File: config.mk
export PLATFORM = sky130hd
export DESIGN_NAME = activation_stack_ctrl
export DESIGN_NICKNAME = d
export VERILOG_FILES = /design/src/rtl/stack_ctrl_pkg.sv /design/src/rtl/pair_join.sv /design/src/rtl/activation_stack_ctrl.sv
export SDC_FILE = /design/constraint.sdc
export NUM_CORES = 1
export LEC_CHECK = 0
export ABC_AREA = 0
export CAP_MARGIN = 20
export CORE_MARGIN = 8
export CORE_UTILIZATION = 48
export CTS_CLUSTER_DIAMETER = 50
export DETAILED_ROUTE_END_ITERATION = 12
export PLACE_DENSITY = 0.86
export SLEW_MARGIN = 20
export SYNTH_ARGS = -nofsm -noshare
export SYNTH_HDL_FRONTEND = slang
export SYNTH_SLANG_ARGS = --single-unit
File: constraint.sdc
create_clock -name clk -period 6 [get_ports clk]
set_clock_uncertainty 0.1 [all_clocks]
set_input_delay 1.2 -clock clk [delete_from_list [all_inputs] [get_ports clk]]
set_output_delay 1.2 -clock clk [all_outputs]
set_load 0.1 [all_outputs]
File: src/rtl/stack_ctrl_pkg.sv
// Shared definitions for the activation stack sequencer: FSM state encoding,
// default geometry and the stack word width derivation.
package stack_ctrl_pkg;

    localparam int DEF_NEURON_NUM       = 6;
    localparam int DEF_ACTIVATION_WIDTH = 8;
    localparam int DEF_STACK_ADDR_WIDTH = 10;

    typedef enum logic [2:0] {
        ST_IDLE    = 3'd0,
        ST_PUSH    = 3'd1,
        ST_RD_ADDR = 3'd2,
        ST_RD_WAIT = 3'd3,
        ST_EMIT    = 3'd4,
        ST_DONE    = 3'd5
    } ctrl_state_t;

    // One stack word holds a whole layer vector.
    function automatic int stack_width(input int neuron_num, input int activation_width);
        return neuron_num * activation_width;
    endfunction

endpackage

File: src/rtl/pair_join.sv
// Two independent valid/ready capture slots joined into one valid/ready output;
// the slots are opened by a one-cycle arm pulse and closed by their own capture.
module pair_join #(
    parameter int WIDTH = 48
) (
    input  logic             clk,
    input  logic             rst_n,
    input  logic             arm,
    input  logic [WIDTH-1:0] lower_data,
    input  logic             lower_valid,
    output logic             lower_ready,
    input  logic [WIDTH-1:0] higher_data,
    input  logic             higher_valid,
    output logic             higher_ready,
    output logic [WIDTH-1:0] out_lower,
    output logic [WIDTH-1:0] out_higher,
    output logic             out_valid,
    input  logic             out_ready,
    output logic             joined
);

    logic lower_full;
    logic higher_full;
    logic lower_fire;
    logic higher_fire;
    logic out_fire;

    assign lower_fire  = lower_valid && lower_ready;
    assign higher_fire = higher_valid && higher_ready;
    assign out_fire    = out_valid && out_ready;

    // High in the cycle the second of the two slots is filled.
    assign joined = !out_valid && (lower_full || lower_fire) && (higher_full || higher_fire);

    always_ff @(posedge clk or negedge rst_n) begin
        if (!rst_n) begin
            lower_ready  <= 1'b0;
            higher_ready <= 1'b0;
            lower_full   <= 1'b0;
            higher_full  <= 1'b0;
            out_lower    <= '0;
            out_higher   <= '0;
            out_valid    <= 1'b0;
        end else begin
            if (arm) begin
                lower_ready  <= 1'b1;
                higher_ready <= 1'b1;
            end
            if (lower_fire) begin
                out_lower   <= lower_data;
                lower_full  <= 1'b1;
                lower_ready <= 1'b0;
            end
            if (higher_fire) begin
                out_higher   <= higher_data;
                higher_full  <= 1'b1;
                higher_ready <= 1'b0;
            end
            if (joined) begin
                out_valid <= 1'b1;
            end else if (out_fire) begin
                out_valid   <= 1'b0;
                lower_full  <= 1'b0;
                higher_full <= 1'b0;
            end
        end
    end

endmodule

File: src/rtl/activation_stack_ctrl.sv
// Activation stack sequencer: pushes L+1 forward vectors, then reads adjacent
// pairs top-down for backprop. Optional start bound check: ACTIVATION_STACK_CTRL_BOUND_CHECK_EN.
module activation_stack_ctrl
    import stack_ctrl_pkg::*;
#(
    parameter int NEURON_NUM       = DEF_NEURON_NUM,
    parameter int ACTIVATION_WIDTH = DEF_ACTIVATION_WIDTH,
    parameter int STACK_ADDR_WIDTH = DEF_STACK_ADDR_WIDTH,
    localparam int STACK_WIDTH     = stack_width(NEURON_NUM, ACTIVATION_WIDTH)
) (
    input  logic                        clk,
    input  logic                        rst_n,
    input  logic                        start,
    input  logic [STACK_ADDR_WIDTH-1:0] num_layers,
    output logic                        busy,
    output logic                        done,
    input  logic [STACK_WIDTH-1:0]      fwd_data,
    input  logic                        fwd_valid,
    output logic                        fwd_ready,
    output logic [STACK_WIDTH-1:0]      stack_input_data,
    output logic                        stack_input_data_valid,
    input  logic                        stack_input_data_ready,
    output logic [STACK_ADDR_WIDTH-1:0] stack_input_addr,
    output logic                        stack_input_addr_valid,
    input  logic                        stack_input_addr_ready,
    output logic [STACK_ADDR_WIDTH-1:0] stack_output_addr,
    output logic                        stack_output_addr_valid,
    input  logic                        stack_output_addr_ready,
    input  logic [STACK_WIDTH-1:0]      stack_output_data_lower,
    input  logic                        stack_output_data_lower_valid,
    output logic                        stack_output_data_lower_ready,
    input  logic [STACK_WIDTH-1:0]      stack_output_data_higher,
    input  logic                        stack_output_data_higher_valid,
    output logic                        stack_output_data_higher_ready,
    output logic [STACK_WIDTH-1:0]      bwd_lower,
    output logic [STACK_WIDTH-1:0]      bwd_higher,
    output logic [STACK_ADDR_WIDTH-1:0] bwd_layer,
    output logic                        bwd_valid,
    input  logic                        bwd_ready
`ifdef ACTIVATION_STACK_CTRL_BOUND_CHECK_EN
    ,
    output logic                        error
`endif
);

    localparam logic [STACK_ADDR_WIDTH-1:0] ADDR_ONE = STACK_ADDR_WIDTH'(1);

    ctrl_state_t                 state;
    logic [STACK_ADDR_WIDTH-1:0] num_layers_q;
    logic [STACK_ADDR_WIDTH-1:0] wr_ptr;
    logic [STACK_ADDR_WIDTH-1:0] rd_ptr;

    logic fwd_fire;
    logic write_pending;
    logic write_last;
    logic rd_addr_fire;
    logic bwd_fire;
    logic pair_joined;
    logic start_accept;

    assign fwd_fire      = fwd_valid && fwd_ready;
    assign write_pending = stack_input_data_valid || stack_input_addr_valid;
    // The write completes on the edge where the last outstanding valid is accepted.
    assign write_last    = write_pending
                         && !(stack_input_data_valid && !stack_input_data_ready)
                         && !(stack_input_addr_valid && !stack_input_addr_ready);
    assign rd_addr_fire  = stack_output_addr_valid && stack_output_addr_ready;
    assign bwd_fire      = bwd_valid && bwd_ready;

`ifdef ACTIVATION_STACK_CTRL_BOUND_CHECK_EN
    localparam logic [STACK_ADDR_WIDTH-1:0] ADDR_MAX = '1;
    logic start_reject;
    assign start_accept = start && (num_layers != '0) && (num_layers != ADDR_MAX);
    assign start_reject = start && !start_accept;
`else
    assign start_accept = start;
`endif

    // Sequencer: every stack-facing valid and address is a register driven here.
    always_ff @(posedge clk or negedge rst_n) begin
        if (!rst_n) begin
            state                   <= ST_IDLE;
            num_layers_q            <= '0;
            wr_ptr                  <= '0;
            rd_ptr                  <= '0;
            busy                    <= 1'b0;
            done                    <= 1'b0;
            fwd_ready               <= 1'b0;
            stack_input_data        <= '0;
            stack_input_data_valid  <= 1'b0;
            stack_input_addr        <= '0;
            stack_input_addr_valid  <= 1'b0;
            stack_output_addr       <= '0;
            stack_output_addr_valid <= 1'b0;
            bwd_layer               <= '0;
`ifdef ACTIVATION_STACK_CTRL_BOUND_CHECK_EN
            error                   <= 1'b0;
`endif
        end else begin
            done <= 1'b0;
`ifdef ACTIVATION_STACK_CTRL_BOUND_CHECK_EN
            error <= start_reject && (state == ST_IDLE);
`endif
            case (state)
                ST_IDLE: begin
                    if (start_accept) begin
                        num_layers_q <= num_layers;
                        wr_ptr       <= '0;
                        rd_ptr       <= num_layers - ADDR_ONE;
                        fwd_ready    <= 1'b1;
                        busy         <= 1'b1;
                        state        <= ST_PUSH;
                    end
                end

                ST_PUSH: begin
                    if (fwd_fire) begin
                        fwd_ready              <= 1'b0;
                        stack_input_data       <= fwd_data;
                        stack_input_addr       <= wr_ptr;
                        stack_input_data_valid <= 1'b1;
                        stack_input_addr_valid <= 1'b1;
                    end else if (write_pending) begin
                        if (stack_input_data_ready) begin
                            stack_input_data_valid <= 1'b0;
                        end
                        if (stack_input_addr_ready) begin
                            stack_input_addr_valid <= 1'b0;
                        end
                        if (write_last) begin
                            if (wr_ptr != num_layers_q) begin
                                wr_ptr    <= wr_ptr + ADDR_ONE;
                                fwd_ready <= 1'b1;
                            end else if (num_layers_q == '0) begin
                                // A single-vector pass has no pairs to read back.
                                done  <= 1'b1;
                                state <= ST_DONE;
                            end else begin
                                stack_output_addr       <= rd_ptr;
                                stack_output_addr_valid <= 1'b1;
                                state                   <= ST_RD_ADDR;
                            end
                        end
                    end
                end

                ST_RD_ADDR: begin
                    if (rd_addr_fire) begin
                        stack_output_addr_valid <= 1'b0;
                        bwd_layer               <= rd_ptr;
                        state                   <= ST_RD_WAIT;
                    end
                end

                ST_RD_WAIT: begin
                    if (pair_joined) begin
                        state <= ST_EMIT;
                    end
                end

                ST_EMIT: begin
                    if (bwd_fire) begin
                        if (rd_ptr == '0) begin
                            done  <= 1'b1;
                            state <= ST_DONE;
                        end else begin
                            rd_ptr                  <= rd_ptr - ADDR_ONE;
                            stack_output_addr       <= rd_ptr - ADDR_ONE;
                            stack_output_addr_valid <= 1'b1;
                            state                   <= ST_RD_ADDR;
                        end
                    end
                end

                ST_DONE: begin
                    busy  <= 1'b0;
                    state <= ST_IDLE;
                end

                default: begin
                    state <= ST_IDLE;
                end
            endcase
        end
    end

    // Pair capture for the read-back path; its output register is the bwd channel.
    pair_join #(
        .WIDTH (STACK_WIDTH)
    ) u_pair_join (
        .clk          (clk),
        .rst_n        (rst_n),
        .arm          (rd_addr_fire),
        .lower_data   (stack_output_data_lower),
        .lower_valid  (stack_output_data_lower_valid),
        .lower_ready  (stack_output_data_lower_ready),
        .higher_data  (stack_output_data_higher),
        .higher_valid (stack_output_data_higher_valid),
        .higher_ready (stack_output_data_higher_ready),
        .out_lower    (bwd_lower),
        .out_higher   (bwd_higher),
        .out_valid    (bwd_valid),
        .out_ready    (bwd_ready),
        .joined       (pair_joined)
    );

endmodule

==> results.json <==
{
  "grt_pass1_vias": 6999,
  "syn_area_um2": 9110,
  "synth_enable_flop_cells": 0,
  "grt_pass1_wl_um": 42500,
  "yosys.area_share.simple": 0.0698,
  "wire_per_inst_um": 22.1,
  "gr-max-usage-layer": "met2",
  "r2r-start": "wr_ptr[2]",
  "drtPass1Iterations": 5,
  "htree_levels": 1,
  "area_growth_pct": 49.4,
  "overflow": 0,
  "synth_top_family_by_area": "multiplexers",
  "die_h_um": 154,
  "postSynth.asyncResetShare": 1.00,
  "synthAdderAreaFrac": 0.00550,
  "cts_hold_buf": 0,
  "status": "finished clean",
  "crit_path_cell_trace": "clkdlybuf4s50_1",
  "hpwl_um": 21100,
  "yosysSeqAreaShare": 0.599,
  "cts_tree": "done",
  "maxCapViolCount": 0,
  "cts_root_buffer": "clkbuf_16",
  "synth_seq_cells": 218,
  "cts_made_buffers": 25,
  "reg2reg_slack_ps": 3330,
  "synth_ff_type": "dfrtp_1",
  "startpoint": "u_pair_join.out_valid",
  "cpPeakStageDelay_ps": 1250,
  "cts_num_sinks": 218,
  "ant_nets": 0,
  "crit_arrival_ps": 2210,
  "synth_most_common_cell": "dfrtp_1",
  "gp_congestion": 0.849,
  "synthCells": 667,
  "post_cts_buffers": 0,
  "synth_xor_area_frac": 0.0250,
  "cp_max_fo": 7,
  "grt_max_degree": 102,
  "critPathLaunchType": "register",
  "synth_mux_area_frac": 0.233,
  "cts_buffer_depth": 3,
  "ys_top_cells_by_area": "dfrtp_1 60%, mux2_2 21%, xnor2_1 2.1%, nand2_1 1.6%, mux2_4 1.5%",
  "cp_num_buf_inv": 1,
  "path_class": "register to primary output",
  "die_w_um": 154,
  "vias_per_cell": 5.31,
  "setup_violations": 0,
  "instances_no_fill": 1272,
  "wl_um": 28100,
  "ctsResizeCount": 0,
  "dpl.cell_count": 1219,
  "max_clock_freq_ghz": 0.285,
  "synthTopCellsByCount": "218 x dfrtp_1, 172 x mux2_2, 39 x nand2_1",
  "syn_avg_cell_area_um2": 13.7,
  "setup_slack_ps": 2490,
  "drcViolationCount": 0,
  "yosysTopAreaCellShare": 0.599,
  "clk_pin_slew_ps": 60,
  "finalCritPeriodShare": 0.585,
  "start_util": 0.488,
  "vias": 6754,
  "fin_nets": 1180,
  "grt_setup_unrepaired": "no",
  "cp_top_family": "buffers and inverters",
  "hp-class": "register to register",
  "worst_pin_slew_ps": 1090,
  "insertion_delay_ps": 510,
  "port_buffers": 346,
  "min_period_ps": 3510,
  "synth-compound-area-share": 0.0486,
  "io_pins": 347,
  "setup_tns_ps": 0,
  "endpoint_kind": "primary output",
  "hold_viol": 0,
  "min_from": "bwd_layer[0]",
  "num_rows": 50,
  "met2_usage": 0.402,
  "hold_ws_ps": 389,
  "slowest_stage": "clkdlybuf4s50_1",
  "antenna_found_initial": 8,
  "core_um2": 18600,
  "ys_warn_count": 0,
  "maxSlewViolCount": 0,
  "die_area_um2": 23600,
  "grt_use_met3": 0.0723,
  "dp_worst_setup_slack_ps": 2350,
  "syn_nets": 835,
  "use_met1": 0.257,
  "grt_use_total": 0.229,
  "ys_types": 52,
  "synth_area_leader_cell": "dfrtp_1",
  "drt-initial-drc-count": 339,
  "layout-drive-gt1-share": 0.238,
  "crit_required_ps": 4700,
  "slew_headroom": 0.270
}
-- metrics by stage --
| step | util | area (µm²) |
|---|---|---|
| 2_1_floorplan | - | 9110 |
| 3_3_place_gp | 0.685 | 12800 |
| 3_5_place_dp | 0.685 | 12800 |
| 4_1_cts | 0.728 | 13600 |
| 5_1_grt | 0.730 | 13600 |
| 6_report | 0.730 | 13600 |
-- cell usage in the layout (no fill, tap or decap), types with 5 or more instances in the layout --
cell	Yosys	layout
mux2_2	172	172
clkbuf_16	0	25
clkbuf_8	0	9
and3_1	6	5
inv_1	8	8
mux2i_1	5	5
dfrtp_1	218	218
nor2_1	26	25
a21o_1	5	5
nand3_1	5	5
clkinv_2	0	6
diode_2	0	7
xnor2_1	22	22
buf_4	0	5
o21ai_0	26	26
mux2_4	9	9
a21oi_1	17	17
nand4_1	5	5
o22ai_1	5	5
nor3_1	9	9
clkdlybuf4s50_1	0	345
nand2_1	39	37
-- kinds of logic after synthesis --
| logic type | after synthesis |
|---|---|
| AND/OR/NAND/NOR | 120 |
| AO/OA/AOI/OAI | 72 |
| multiplexers | 186 |
| XOR/XNOR | 26 |
| flip-flops | 218 |
| adder cells (fa/ha/maj) | 4 |
| buffers and inverters | 41 |
-- layout make-up --
| type | instances | area (µm²) |
|---|---|---|
| well taps | 234 | 293 |
| clock inverters | 10 | 63.8 |
| flip-flops and latches | 218 | 5460 |
| multi-input cells | 408 | 3490 |
| diodes | 7 | 17.5 |
| repair buffers | 351 | 3500 |
| clock buffers | 36 | 747 |
| inverters | 8 | 30.0 |
| fillers | 1253 | 5040 |
-- layer usage --
layer,vias up,wire length (µm)
met2,249,14700
met3,47,2180
li1,3084,-
met1,3370,10500
met5,-,23
met4,4,704
-- final timing paths --
path / cells after the start / end
worst max-delay path: 1 / bwd_valid
worst min-delay path: 2 / bwd_layer[0]
worst max register to register: 6 / stack_output_addr[9]
worst min register to register: 2 / bwd_layer[0]
max in group asynchronous: 2 / u_pair_join.out_lower[29]
min in group asynchronous: 1 / u_pair_join.out_higher[19]
-- flip-flops by register name (all words and copies together), names as in the netlist, 3 cells and up --
register and flops:
stack_input_data 48, stack_output_addr 10, bwd_layer 10, state 3, u_pair_join.out_higher 48, u_pair_join.out_lower 48, wr_ptr 10, stack_input_addr 10
rd_ptr 10, num_layers_q 10
Power is not shown: default switching activity piles up to over one toggle a cycle in this logic, so the estimate is an artifact.
